`config.mk`:
```
export PLATFORM = sky130hd
export DESIGN_NAME = uart_rx_frame
export DESIGN_NICKNAME = d
export VERILOG_FILES = /design/src/rtl/uart_rx_frame.sv
export SDC_FILE = /design/constraint.sdc
export NUM_CORES = 1
export LEC_CHECK = 0
export CORE_AREA = 2 2 65 67
export DETAILED_ROUTE_END_ITERATION = 8
export DIE_AREA = 0 0 67 69
export PLACE_DENSITY = 0.73
export RECOVER_POWER = 100
export SLEW_MARGIN = 10
export SYNTH_ARGS = -nofsm -noshare
export SYNTH_HDL_FRONTEND = slang
export SYNTH_SLANG_ARGS = --single-unit
```
`constraint.sdc`:
```
create_clock -name clk -period 2.35 [get_ports clk]
set_input_delay 0.47 -clock clk [delete_from_list [all_inputs] [get_ports clk]]
set_output_delay 0.47 -clock clk [all_outputs]
set_load 0.1 [all_outputs]
```
`src/rtl/uart_rx_frame.sv`:
```
// uart_rx_frame: oversampled asynchronous serial receiver with optional parity,
// stop-bit checking and a one-entry valid/ready holding register on the output.
module uart_rx_frame #(
    parameter int unsigned DATA_BITS   = 8,
    parameter int unsigned OVERSAMPLE  = 16,
    parameter int unsigned PARITY_MODE = 0,
    parameter int unsigned STOP_BITS   = 1
) (
    input  logic                 clk,
    input  logic                 rst,
    input  logic                 tick,
    input  logic                 en,
    input  logic                 rx,
    output logic [DATA_BITS-1:0] dout,
    output logic                 dout_valid,
    input  logic                 dout_ready,
    output logic                 parity_err,
    output logic                 frame_err,
    output logic                 overrun
);

    localparam int unsigned TW = $clog2(OVERSAMPLE);
    localparam int unsigned BW = $clog2(DATA_BITS);

    localparam logic [TW-1:0] T_MID  = TW'(OVERSAMPLE / 2 - 1);
    localparam logic [TW-1:0] T_END  = TW'(OVERSAMPLE - 1);
    localparam logic [BW-1:0] B_LAST = BW'(DATA_BITS - 1);
    localparam logic          S_LAST = 1'(STOP_BITS - 1);
    localparam logic          ODD    = 1'(PARITY_MODE == 2);
    localparam logic          HAS_P  = 1'(PARITY_MODE != 0);

    typedef enum logic [2:0] {
        S_IDLE,
        S_START,
        S_DATA,
        S_PARITY,
        S_STOP,
        S_BREAK
    } state_t;

    state_t                 state;
    logic                   rx_m;
    logic                   rx_s;
    logic [TW-1:0]          tcnt;
    logic [BW-1:0]          bidx;
    logic                   scnt;
    logic [DATA_BITS-1:0]   shreg;
    logic                   perr;

    // Two-flop synchroniser for the asynchronous serial line (idles high).
    always_ff @(posedge clk or posedge rst) begin
        if (rst) begin
            rx_m <= 1'b1;
            rx_s <= 1'b1;
        end else begin
            rx_m <= rx;
            rx_s <= rx_m;
        end
    end

    // Frame FSM, shift register, holding register and status pulses.
    always_ff @(posedge clk or posedge rst) begin
        if (rst) begin
            state      <= S_IDLE;
            tcnt       <= '0;
            bidx       <= '0;
            scnt       <= 1'b0;
            shreg      <= '0;
            perr       <= 1'b0;
            dout       <= '0;
            dout_valid <= 1'b0;
            parity_err <= 1'b0;
            frame_err  <= 1'b0;
            overrun    <= 1'b0;
        end else begin
            frame_err <= 1'b0;
            overrun   <= 1'b0;
            // Consumer handshake; a completion load later in this block wins.
            if (dout_valid && dout_ready) begin
                dout_valid <= 1'b0;
            end
            if (!en) begin
                state <= S_IDLE;
                tcnt  <= '0;
            end else if (tick) begin
                case (state)
                    S_IDLE: begin
                        if (!rx_s) begin
                            state <= S_START;
                            tcnt  <= '0;
                        end
                    end
                    S_START: begin
                        if (tcnt == T_MID) begin
                            tcnt  <= '0;
                            bidx  <= '0;
                            perr  <= 1'b0;
                            state <= rx_s ? S_IDLE : S_DATA;
                        end else begin
                            tcnt <= tcnt + TW'(1);
                        end
                    end
                    S_DATA: begin
                        if (tcnt == T_END) begin
                            tcnt  <= '0;
                            shreg <= {rx_s, shreg[DATA_BITS-1:1]};
                            bidx  <= bidx + BW'(1);
                            if (bidx == B_LAST) begin
                                scnt  <= 1'b0;
                                state <= HAS_P ? S_PARITY : S_STOP;
                            end
                        end else begin
                            tcnt <= tcnt + TW'(1);
                        end
                    end
                    S_PARITY: begin
                        if (tcnt == T_END) begin
                            tcnt  <= '0;
                            perr  <= (^shreg) ^ rx_s ^ ODD;
                            state <= S_STOP;
                        end else begin
                            tcnt <= tcnt + TW'(1);
                        end
                    end
                    S_STOP: begin
                        if (tcnt == T_END) begin
                            tcnt <= '0;
                            if (!rx_s) begin
                                frame_err <= 1'b1;
                                state     <= S_BREAK;
                            end else if (scnt == S_LAST) begin
                                state <= S_IDLE;
                                if (!dout_valid || dout_ready) begin
                                    dout       <= shreg;
                                    parity_err <= perr;
                                    dout_valid <= 1'b1;
                                end else begin
                                    overrun <= 1'b1;
                                end
                            end else begin
                                scnt <= scnt + 1'b1;
                            end
                        end else begin
                            tcnt <= tcnt + TW'(1);
                        end
                    end
                    S_BREAK: begin
                        if (rx_s) begin
                            state <= S_IDLE;
                        end
                    end
                    default: state <= S_IDLE;
                endcase
            end
        end
    end

endmodule

```
==> results of run 1 <==
-- worst max-delay path by stage --
stage                    end  slack [ns]  depth (start not counted)
floorplan            dout[0]        0.53                          4
global placement     dout[1]        0.31                          6
detailed placement   dout[1]        0.26                          6
CTS                  dout[1]        0.44                          5
global route         dout[1]        0.18                          6
finish              shreg[4]        0.36                          6
-- worst max-delay path, delay by kind of cell, from the launching register on --
kind                     cells  cell delay (ns)
flip-flops                   1             0.39
adder cells (fa/ha/maj)      1             0.30
multiplexers                 1             0.36
AND/OR/NAND/NOR              3             0.59
buffers and inverters        1             0.22
-- synthesized netlist by cell type, drive strengths merged --
| library cell | instances |
|---|---|
| nor2b | 6 |
| a2bb2oi | 1 |
| a221oi | 1 |
| or3 | 1 |
| mux2 | 18 |
| inv | 6 |
| a31o | 1 |
| buf | 7 |
| nand3b | 2 |
| o21ai | 5 |
| or4b | 1 |
| xnor3 | 1 |
| a31oi | 2 |
| a41o | 1 |
| dfstp | 2 |
| xor2 | 2 |
| o22ai | 2 |
| mux2i | 5 |
| nand2b | 1 |
| a41oi | 1 |
| nand3 | 6 |
| dfrtp | 31 |
| nor3 | 2 |
| a211o | 1 |
| a21o | 1 |
| o211ai | 1 |
| a22oi | 1 |
| o31ai | 2 |
| nor3b | 1 |
| nand2 | 12 |
| nor2 | 6 |
| and2b | 1 |
| xnor2 | 4 |
| nand4 | 2 |
| and3 | 2 |
| ha | 3 |
| and2 | 4 |
| o21a | 1 |
-- cells in the final DEF, fill, tap and decap left out, types with 3 or more instances in the layout --
cell             Yosys  final
nor2b_1              6      6
nand2_1             12     12
nor2_1               6      6
mux2i_1              5      5
clkbuf_8             0      5
clkbuf_2             0      3
xnor2_1              4      4
o21ai_0              2      3
nand3_1              6      6
clkdlybuf4s50_1      0      3
clkbuf_1             0     13
mux2_1               9     16
inv_1                6      6
ha_1                 3      3
dfrtp_1             31     31
-- power by group --
part	internal, W	switching (W)
combinational	0.0000308	0.0000353
sequential	0.000574	0.00000991
clock	0.000205	0.000199
-- through the flow --
step           setup WS [ns]  hold slack (ns)  instances  util, %
6_report               0.357            0.361        220     48.7
5_1_grt                0.177            0.366        220     48.7
4_1_cts                0.439            0.363        220     51.0
3_5_place_dp           0.261            0.352        212     48.8
3_3_place_gp           0.314            0.349        212     48.8
2_1_floorplan          0.531            0.345        147        -
-- cell families after synthesis --
group | after synthesis
AO/OA/AOI/OAI | 21
AND/OR/NAND/NOR | 47
XOR/XNOR | 7
multiplexers | 23
flip-flops | 33
buffers and inverters | 13
adder cells (fa/ha/maj) | 3
-- final cells by class --
class	count	area [µm²]	area share, %
Multi-Input combinational cell	101	785	41.2
Inverter	6	22.5	1.18
Tap cell	50	62.6	3.28
Clock inverter	2	10.0	0.525
Timing Repair Buffer	22	125	6.57
Clock buffer	6	72.6	3.81
Sequential cell	33	828	43.5
-- layer usage --
metal / vias to the layer above / share of wire, % / track usage [%]
li1: 561 / - / -
met1: 573 / 42 / 19.2
met2: 23 / 52 / 26.3
met3: 4 / 4.4 / 5.38
met4: 0 / 1.0 / 4.76
met5: - / 0 / 0
-- sequential cells by signal, indices dropped and copies added, names as in the netlist --
| name | cells |
|---|---|
| rx_m | 1 |
| tcnt | 4 |
| frame_err | 1 |
| bidx | 3 |
| shreg | 8 |
| overrun | 1 |
| parity_err | 1 |
| perr | 1 |
| rx_s | 1 |
| dout_valid | 1 |
| state | 3 |
| dout | 8 |
==> summary.txt, run 1 <==
Place
  – PortBufs: 17
  – Hpwl dp: 2.28 mm
  – Placed cell area: 1910 µm²
  – Final Wtd Congestion: about 0.84

Die
  – Initial Util: 44.0%
  – # IOs: 18
  – # rows: 23
  – Area of the core: around 3900 µm²
  – Die area: 4620 µm²
  – Die X: 67 µm
  – Chip height: 69 µm

Layout
  – Fin area: 1910 µm²
  – Ant. Diodes: 0
  – Layout cells sized above 1: 11.2%
  – Fill cell count: between 300 and 400
  – Net count, final: ~180
  – Area Overhead vs Synth: 10.7%

Timing
  – Final Setup Violations: 0
  – Final hold vios: 0
  – Max Freq: 502 MHz
  – Worst-Margin Slew: 1.17 ns
  – Layout Skew: 0.00444 ns
  – Worst slew margin: between 20% and 30%
  – Unrepaired setup endpoints after global routing: false
  – Final period utilization: a little over four fifths
  – Min cycle time layout: 1.99 ns
  – Fin Setup TNS: 0 ns
  – Slew Limit Fails: 0

Logic synthesis
  – Syn nets: 156
  – Ys Warns: 0
  – Post-synthesis cell type count: 46
  – #FFs+latches synth: 33
  – Main combinational cell family by area after synthesis: multiplexers
  – Synth Area in Compound Gates: 9.52%
  – Post-synth top area cell: dfrtp_1
  – Sequential share of the synthesized area: 48.1%
  – Synth top area cells: dfrtp_1 (45%), mux2_4 (7.0%), mux2_1 (5.9%)
  – Syn Std Cell Area: 1720 µm²
  – Simple-Gate Fraction of Synth Area: roughly 15%
  – Adder-cell area share of the yosys netlist: 2.18%
  – XOR/XNOR share of the synthesized area: roughly 4.4%
  – Mapped Cells: 147
  – Top cell type's share of synthesized area: 45.1%
  – Syn_area_per_cell: 11.7 µm²
  – Mux cell area share after synthesis: 16.4%

Clocking
  – Clock transition at path regs: approximately 0.070 ns
  – Resized cells post-CTS: 0
  – Clock sinks: 33
  – Clock latency on the worst-skew pair: approximately 0.28 ns
  – CTS tree: yes
  – Post-CTS Setup Bufs: 0
  – CTS Buf Count: 5
  – Root Buffer: clkbuf_8
  – Clock Path Buffers: 2
  – Post-CTS Hold Fix Bufs: 0
  – H-tree levels: 2

Pwr
  – Maximum vdd drop: 271 µV
  – Total Power: 0.00105 W
  – Pwr Density: 553 nW/µm²
  – LEAKAGE: 0.934 nW

Global route
  – Gr usage total: 15.9%
  – Largest net degree at the start of global routing: 34
  – GRT overflow: 0
  – First-pass GRT wire length: 5.63 mm
  – Initial antenna violation count: 0
  – Vias in the first global route: 1,242

Route
  – Via count: between 1,000 and 1,500
  – Routed length per placed instance: 14.1 µm
  – Routed WL: 3.11 mm
  – DRT Pass-1 Iters: 4
  – Routed Antenna Nets: 0
  – 1st-iter DRT viols: 30
  – # DRC: 0
  – Vias/cell: 5.28

Critical path
  – Worst R2R Path Depth: 6
  – Critical path startpoint category: register
  – Setup crit start: tcnt[0]
  – Max incr delay on CP: 0.39 ns
  – Arr. time, crit path: 2.15 ns
  – CP max-delay cell: dfrtp_1
  – Setup crit end kind: register
  – Setup CP Type: reg2reg
  – Reg-to-reg slack, setup: 0.36 ns
  – Launch point of the worst reg-to-reg path: tcnt[0]
  – CP max FO: 8
  – Crit-path cells: ha_1 > and3_1 > and2_0 > and2_1 > clkbuf_2 > mux2_1
  – Reg2reg end: shreg[4]
  – Worst path required time: 2.51 ns

Hold path
  – Hold path cells: 0
  – WHS Endpoint: rx_s
  – Min-delay src: rx_m
  – Hold crit path type: reg2reg

Run
  – Max-cap check violation count: 0

Run status
  – Outcome: completed
Note: power is estimated with default switching activity, not from simulation.
==> run 2, diff against run 1 <==
==> constraint.sdc (replaced) <==
create_clock -name clk -period 1.9 [get_ports clk]
set_input_delay 0.38 -clock clk [delete_from_list [all_inputs] [get_ports clk]]
set_output_delay 0.38 -clock clk [all_outputs]
set_load 0.1 [all_outputs]
==> run 2 against run 1 <==
  * Final cell count rose by 5.0%
  * Via count up 3.2%
  * Final area is 7.2% higher
  * Sequential power rose by 23%
  * Clock power rose by 42%
  * Worst hold slack worse by 0.0014 ns
  * Highest routed layer unchanged
==> summary.txt, run 2 (same netlist as run 1, synthesis figures left out) <==
Critical path
  – CP max FO: 8
  – Reg-to-reg slack, setup: 0.12 ns
  – Worst path required time: roughly 2.1 ns
  – Critical path startpoint category: register
  – Setup CP Type: reg2reg
  – Setup crit end kind: register
  – Arr. time, crit path: 1.95 ns

Die
  – Area of the core: 3910 µm²
  – # IOs: 18
  – # rows: 23
  – Die X: 67 µm
  – Die area: 4620 µm²
  – Chip height: ~70 µm
  – Initial Util: 44.0%

Global route
  – Largest net degree at the start of global routing: 34
  – First-pass GRT wire length: 5.73 mm
  – Vias in the first global route: ~1,300
  – Gr usage total: ~16%
  – GRT overflow: 0
  – Initial antenna violation count: 0

Layout
  – Top Registers: dout: 8 flops, shreg: 8 flops, tcnt: 4 flops
  – Commonest non-fill, non-tap cell in the layout: dfrtp_1
  – Fin area: 2040 µm²
  – Fill cell count: 382
  – Footprint of the multi-input gates: 802 µm²
  – Ant. Diodes: 0
  – Commonest cells after routing, fill and taps aside: dfrtp_1 (31), mux2_1 (14), clkbuf_2 (13)
  – Net count, final: 189
  – Seq. cell area: between 800 and 900 µm²
  – Util after Layout: 52.2%
  – Area Overhead vs Synth: 18.6%
  – Layout cells sized above 1: between 20% and 30%

Clocking
  – CTS tree: yes
  – Clock latency on the worst-skew pair: 0.29 ns
  – Post-CTS Setup Bufs: 0
  – Root Buffer: clkbuf_8
  – Clock sinks: 33
  – Clock transition at path regs: 0.06 ns
  – Clock Path Buffers: 2
  – CTS Buf Count: 5
  – H-tree levels: 2

Route
  – Routed WL: around 3.2 mm
  – DRT Pass-1 Iters: 3
  – 1st-iter DRT viols: 33
  – Routed Antenna Nets: 0
  – Via count: roughly 1,200
  – # DRC: 0
  – Vias/cell: 5.19
  – Routed length per placed instance: 13.9 µm

Timing
  – Final period utilization: 93.7%
  – Final hold vios: 0
  – Worst-Margin Slew: 0.813 ns
  – Worst slew margin: ~46%
  – Final Setup Violations: 0
  – Max Freq: between 500 and 600 MHz
  – Unrepaired setup endpoints after global routing: false
  – Min cycle time layout: 1.78 ns
  – Layout Skew: 0.00305 ns
  – Slew Limit Fails: 0

Place
  – PortBufs: 17
  – Placed cell area: 2010 µm²
  – Final Wtd Congestion: 0.848
  – Hpwl dp: 2.42 mm

Pwr
  – Pwr Density: 676 nW/µm²
  – Maximum vdd drop: about 300 µV
  – Total Power: roughly 0.0014 W
  – LEAKAGE: 1.03 nW

Run status
  – Outcome: completed

Run
  – Max-cap check violation count: 0

Hold path
  – Hold crit path type: reg2reg
run 2: cell types whose count changed in the layout (fill, tap and decap cells not counted), sizes merged:
cell,before,now
clkbuf,21,25
clkinv,2,1
buf,2,10
run 2: critical path: stages (launching register included):
cell and delay (ns):
dfrtp_1 0.41, ha_1 0.23, and3_4 0.20, and2_0 0.16
and2_0 0.19, buf_12 0.15, mux2_1 0.31
run 2: per-stage QoR:
stage / worst slack (ns) / hold slack (ns) / cells / setup TNS (ns)
6_report: 0.120 / 0.360 / 231 / 0
5_1_grt: 0.0313 / 0.361 / 231 / 0
4_1_cts: 0.0496 / 0.362 / 231 / 0
3_5_place_dp: -0.0579 / 0.352 / 223 / -0.545
3_3_place_gp: -0.0137 / 0.348 / 223 / -0.120
2_1_floorplan: 0.0812 / 0.345 / 147 / 0
run 2: routing by layer:
metal  vias to the layer above  global-route usage (%)  wire length [µm]
met2                        17                    27.7              1710
met5                         -                       0                 0
met3                         7                    3.92                93
met1                       590                    18.9              1340
li1                        584                       -                 -
met4                         0                    7.26                73
run 2: layout make-up:
| type | count | area share [%] |
|---|---|---|
| clock buffer | 7 | 4.72 |
| clock inverter | 1 | 0.245 |
| inverter | 6 | 1.10 |
| multi-input combinational | 101 | 39.3 |
| sequential | 33 | 40.6 |
| tap | 50 | 3.06 |
| timing repair buffer | 33 | 11.0 |
run 2: worst paths after layout:
path | from | endpoint | cells past startpoint
worst max-delay path | tcnt[0] | shreg[5] | 6
worst min-delay path | rx_m | rx_s | 0
worst max register to register | tcnt[0] | shreg[5] | 6
worst min register to register | rx_m | rx_s | 0
max in group asynchronous | rst | state[0] | 3
min in group asynchronous | rst | shreg[1] | 3
run 2: timing repair:
item | in CTS | in global routing
setup endpoints to repair | 0 | 9
hold buffers | 0 | 0
gates resized for setup | 0 | 1
run 2: power by group:
| part | total, W | switching (W) | leakage, nW | internal, W |
|---|---|---|---|---|
| clock network | 0.000571 | 0.000245 | 0.0542 | 0.000327 |
| registers | 0.000719 | 0.00000877 | 0.443 | 0.000710 |
| logic | 0.0000900 | 0.0000489 | 0.533 | 0.0000412 |
